**src/rtl/program_counter16.sv**
```systemverilog
// -----------------------------------------------------------------------------
// program_counter16
//   Hack CPU program counter with a valid/ready fetch handshake toward the
//   instruction ROM and jump-to-self (end-of-program) halt detection.
//
//   Parameters
//     WIDTH      PC / fetch address width in bits.
//     RESET_VEC  PC value after rst_n or clr.
//
//   Ports
//     clk            system clock, rising edge
//     rst_n          asynchronous active-low reset
//     clr            synchronous restart (Hack "reset" pin), highest priority
//     en_inc         advance to pc+1 on the next accepted fetch
//     load           jump taken; take load_addr on the next accepted fetch
//     load_addr      jump target (Hack A register)
//     fetch_ready    ROM accepts the current pc this cycle
//     pc             current fetch address (registered)
//     pc_valid       pc is a live fetch request (registered state decode)
//     halted         CPU parked in a jump-to-self loop (registered state decode)
//     last_jump_src  pre-jump pc of the most recent taken load
//                    (only when PC_TRACE_EN is defined)
//
//   Build option
//     PC_TRACE_EN    when defined, adds the last_jump_src trace register/port.
// -----------------------------------------------------------------------------
module program_counter16 #(
  parameter int unsigned            WIDTH     = 16,
  parameter logic [WIDTH-1:0]       RESET_VEC = '0
) (
  input  logic             clk,
  input  logic             rst_n,
  input  logic             clr,
  input  logic             en_inc,
  input  logic             load,
  input  logic [WIDTH-1:0] load_addr,
  input  logic             fetch_ready,
  output logic [WIDTH-1:0] pc,
  output logic             pc_valid,
  output logic             halted
`ifdef PC_TRACE_EN
  ,
  output logic [WIDTH-1:0] last_jump_src
`endif
);

  typedef enum logic [1:0] {
    IDLE = 2'd0,  // one dead cycle after reset or clr
    RUN  = 2'd1,  // issuing fetches
    HALT = 2'd2   // parked on jump-to-self
  } pcState_t;

  pcState_t         state;
  pcState_t         stateNext;
  logic [WIDTH-1:0] pcNext;
  logic             fire;
  logic             jumpTaken;

  // Outputs decode straight from flops, so no input reaches them combinationally.
  assign pc_valid = (state == RUN);
  assign halted   = (state == HALT);

  assign fire      = pc_valid && fetch_ready;
  // A load that is accepted this edge, whether it jumps or detects a halt.
  assign jumpTaken = !clr && fire && load;

  // NOTE: every variable assigned here gets a default first, so no path can
  // leave it unassigned and infer a latch.
  always_comb begin
    stateNext = state;
    pcNext    = pc;
    if (clr) begin
      pcNext    = RESET_VEC;
      stateNext = IDLE;
    end else begin
      unique case (state)
        IDLE: stateNext = RUN;
        RUN: begin
          if (fire) begin
            if (load) begin
              // Jumping to the current address is the Hack end-of-program loop.
              if (load_addr == pc) stateNext = HALT;
              else                 pcNext    = load_addr;
            end else if (en_inc) begin
              pcNext = pc + WIDTH'(1);  // wraps silently at the top
            end
          end
        end
        HALT:    stateNext = HALT;
        default: stateNext = IDLE;
      endcase
    end
  end

  // NOTE: sequential state uses non-blocking assignments so every flop samples
  // pre-edge values regardless of statement order.
  always_ff @(posedge clk or negedge rst_n) begin
    if (!rst_n) begin
      state <= IDLE;
      pc    <= RESET_VEC;
    end else begin
      state <= stateNext;
      pc    <= pcNext;
    end
  end

`ifdef PC_TRACE_EN
  always_ff @(posedge clk or negedge rst_n) begin
    if (!rst_n)         last_jump_src <= '0;
    else if (clr)       last_jump_src <= '0;
    else if (jumpTaken) last_jump_src <= pc;
  end
`else
  // Keeps the otherwise trace-only term referenced in the default build.
  logic unusedJump;
  assign unusedJump = jumpTaken;
`endif

endmodule

```
**config.mk**
```make
export PLATFORM = sky130hd
export DESIGN_NAME = program_counter16
export DESIGN_NICKNAME = d
export VERILOG_FILES = /design/src/rtl/program_counter16.sv
export SDC_FILE = /design/constraint.sdc
export NUM_CORES = 1
export LEC_CHECK = 0
export BUFFER_PORTS_ARGS = -buffer_cell sky130_fd_sc_hd__buf_4
export CORE_MARGIN = 1.5
export CORE_UTILIZATION = 52
export CTS_CLUSTER_DIAMETER = 200
export CTS_CLUSTER_SIZE = 24
export DETAILED_ROUTE_END_ITERATION = 7
export PLACE_DENSITY = 0.8
export SYNTH_ARGS = -nofsm -noshare
export SYNTH_HDL_FRONTEND = slang
export SYNTH_SLANG_ARGS = --single-unit
```
**constraint.sdc**
```tcl
create_clock -name clk -period 2.2 [get_ports clk]
set_input_delay 0.11 -clock clk [delete_from_list [all_inputs] [get_ports clk]]
set_output_delay 0.11 -clock clk [all_outputs]
set_load 0.02 [all_outputs]
```
==> metrics.md <==
| Metric | Value |
|---|---|
| Status | `completed` |
| Path depth of the worst reg2reg path | `7` |
| First-pass GRT wire length | `6070 um` |
| Worst Path Required | `~2400 ps` |
| CTS clock-pin slew for the worst setup and hold paths | `around 110 ps` |
| Die Wd | `between 50 and 60 um` |
| Clk buf depth | `2` |
| WS Path Type | `flip-flop to flip-flop` |
| HPWL Detailed | `2680 um` |
| Skew final | `approximately 4.8 ps` |
| Core area | `0.00254 mm2` |
| Total die area | `about 0.003 mm2` |
| Die H | `between 50 and 60 um` |
| Hold Path End | `pc[6]` |
| Postcts setup bufs | `0` |
| IR drop worst, VDD | `0.516 mV` |
| Final period util | `0.927` |
| Leak | `roughly 0.0008 uW` |
| Wirelength per Cell | `about 14 um` |
| Slew HR | `0.764` |
| Via count | `between 1500 and 2000` |
| Hold path cells | `2` |
| Max Cap Viol | `0` |
| TritonCTS clock tree | `done` |
| Dpl cells | `250` |
| Worst-Skew Late Latency | `around 300 ps` |
| Final-report hold violation count | `0` |
| Fmax | `just under 500 MHz` |
| H-tree depth | `1` |
| CTS Root Cell | `clkbuf_4` |
| Remaining global-route overflow | `0` |
| Post-Syn Nets | `208` |
| Cell count after synthesis | `182` |
| Slew @ Worst Pin | `between 300 and 400 ps` |
| Top_reg_cell synth | `dfrtp_1` |
| Top post-synthesis cells by count | `nor2_1 (21), dfrtp_1 (18), a21oi_1 (17)` |
| Avg Cell Area, Syn | `just under 8 um2` |
| Nets@finish | `about 250` |
| Sink Count | `18` |
| Fin cells | `between 200 and 300` |
| Netlist Area Pre-Place | `0.00143 mm2` |
| Num rows | `18` |
| Hold Crit Class | `input pin to flip-flop` |
| Count leader, synth | `nor2_1` |
| Post-Layout Inst Area | `between 0.0015 and 0.002 mm2` |
| Synth area leader | `dfrtp_1` |
| Final Max Tran Viols | `0` |
| Max FO, Critical Path | `20` |
| Initial DRC count | `47` |
| Area after DPL | `between 0.0015 and 0.002 mm2` |
| Vias per cell | `about 6.0` |
| Initial core utilization | `0.562` |
| RSZ-0062 raised after global routing | `no` |
| Synth Warn # | `0` |
| Synthesis-to-finish area growth | `28.1%` |
| IO Port Bufs | `39` |
| Synth cell types | `34` |
| Layout cells sized above 1 | `0.286` |
| End of the worst register-to-register path | `pc[0]` |
| Min cycle time layout | `just over 2000 ps` |
| Final Setup Violations | `0` |
| CP arrival | `around 2200 ps` |
| ANT cells | `0` |
| # DRC | `0` |
| Min-delay src | `clr` |
| Initial antenna violation count | `0` |
| Setup TNS | `0 ps` |
| GPL Wtd Cong | `around 0.86` |
| Global-route usage over all layers | `0.240` |
| Pre-antenna DRT Iters | `4` |
| Antenna-violating nets left | `0` |
| Startpoint types | `flip-flop` |
| IO Count | `40` |
| Critical Path End Type | `flip-flop` |
| Ys async rst share | `1.00` |
| Largest net degree at the start of global routing | `29` |
| Cts bufs inserted | `3` |
| Reg-to-reg slack, setup | `roughly 160 ps` |
| Yosys reg bits | `18` |
| FF-to-FF Start | `pc[7]` |
| Post-Route WL | `about 3600 um` |
| Synth top area share | `0.315` |
| Power density cells | `around 540 mW/mm2` |
| Vias in the first global route | `1371` |
| Sequential area share after synthesis | `0.315` |
| Number of flops mapped to enable cells by yosys | `0` |
| Top cells by area, synth | `dfrtp_1 (31%), xnor2_1 (9.8%), a21oi_1 (5.9%)` |
worst max path at each step:
| stage | from | to | slack (ps) | cells after the start |
|---|---|---|---|---|
| 2_1_floorplan | pc[5] | pc[0] | 180 | 8 |
| 3_3_place_gp | pc[7] | pc[1] | 220 | 7 |
| 3_5_place_dp | pc[8] | pc[0] | 130 | 7 |
| 4_1_cts | pc[8] | pc[0] | 110 | 7 |
| 5_1_grt | pc[8] | pc[0] | 5 | 7 |
| 6_report | pc[7] | pc[0] | 160 | 7 |
worst max-delay path, cell delays in order, from the launching register on:
cell     delay, ps
dfrtp_1        440
xnor2_1        180
nand4_1        100
or4_4          560
o21ai_2        190
buf_6          210
mux2i_1        200
nor2_1          50
cells by family after synthesis:
| family | Yosys count | synth area share |
|---|---|---|
| buffers and inverters | 17 | 0.0524 |
| muxes | 5 | 0.0358 |
| and+or+nand+nor | 68 | 0.240 |
| xor gates and xnor gates | 16 | 0.0979 |
| AOI/OAI and AO/OA | 54 | 0.225 |
| DFF | 18 | 0.315 |
| adders and majority gates | 4 | 0.0350 |
layout make-up:
class | count | area [um2]
Tap cell | 30 | 37.5
Fill cell | 220 | 712
Sequential cell | 18 | 452
Timing Repair Buffer | 53 | 404
Inverter | 3 | 11.3
Multi-Input combinational cell | 147 | 906
Clock buffer | 3 | 22.5
what timing repair did:
action                     in CTS  in global routing
setup endpoints to repair       0                  9
gates resized for setup         0                  2
hold buffers                    1                  0
hold endpoints to repair       18                  0
metal layers:
layer  share of wire  global-route usage  vias up
met5               0                   0        -
met4           0.018              0.0906        0
met3           0.064              0.0304        8
met2            0.48               0.391       61
met1            0.44               0.324      722
li1                -                   -      734
stage by stage:
| step | power (uW) | setup slack, ps | util | hold slack (ps) |
|---|---|---|---|---|
| after detailed placement | 820 | 126 | 0.706 | 3.63 |
| after global routing | 1060 | 4.64 | 0.720 | 162 |
| after CTS | 998 | 110 | 0.718 | 141 |
| after floorplan | 670 | 183 | - | -186 |
| final | 993 | 161 | 0.720 | 154 |
| after global placement | 807 | 225 | 0.706 | 0.493 |
power by group:
part	switching, uW	internal [uW]
registers	34.9	364
clock network	111	63.9
logic	228	192
total	374	620
flip-flops by register name (all words and copies together) (netlist names):
register	count
state	2
pc	16
layout by cell type (no fill, tap or decap):
cell type / synthesis / routed
buf_4: 2 / 51
nor2_1: 21 / 21
a21oi_1: 17 / 17
dfrtp_1: 18 / 17
xnor2_1: 16 / 16
o21ai_1: 15 / 15
nand2_1: 12 / 12
nand3_1: 8 / 8
nand4_1: 7 / 7
o31ai_1: 6 / 6
a31oi_1: 5 / 5
mux2i_1: 4 / 4
a21o_1: 4 / 4
nor3_1: 4 / 4
nor2b_1: 4 / 4
ha_1: 4 / 4
inv_1: 3 / 3
a22oi_1: 3 / 3
or2_2: 3 / 3
clkbuf_4: 0 / 3
nor3_2: 2 / 2
nand2b_1: 2 / 2
o21ai_0: 1 / 1
or4_4: 1 / 1
o211a_1: 1 / 1
o21ai_2: 1 / 1
or3_1: 1 / 1
and4_1: 1 / 1
o41ai_1: 1 / 1
nor4_1: 1 / 1
and3_1: 1 / 1
mux2_2: 1 / 1
dlygate4sd3_1: 0 / 1
dfrtp_2: 0 / 1
buf_6: 0 / 1
Power figures use the tool's default switching activity.
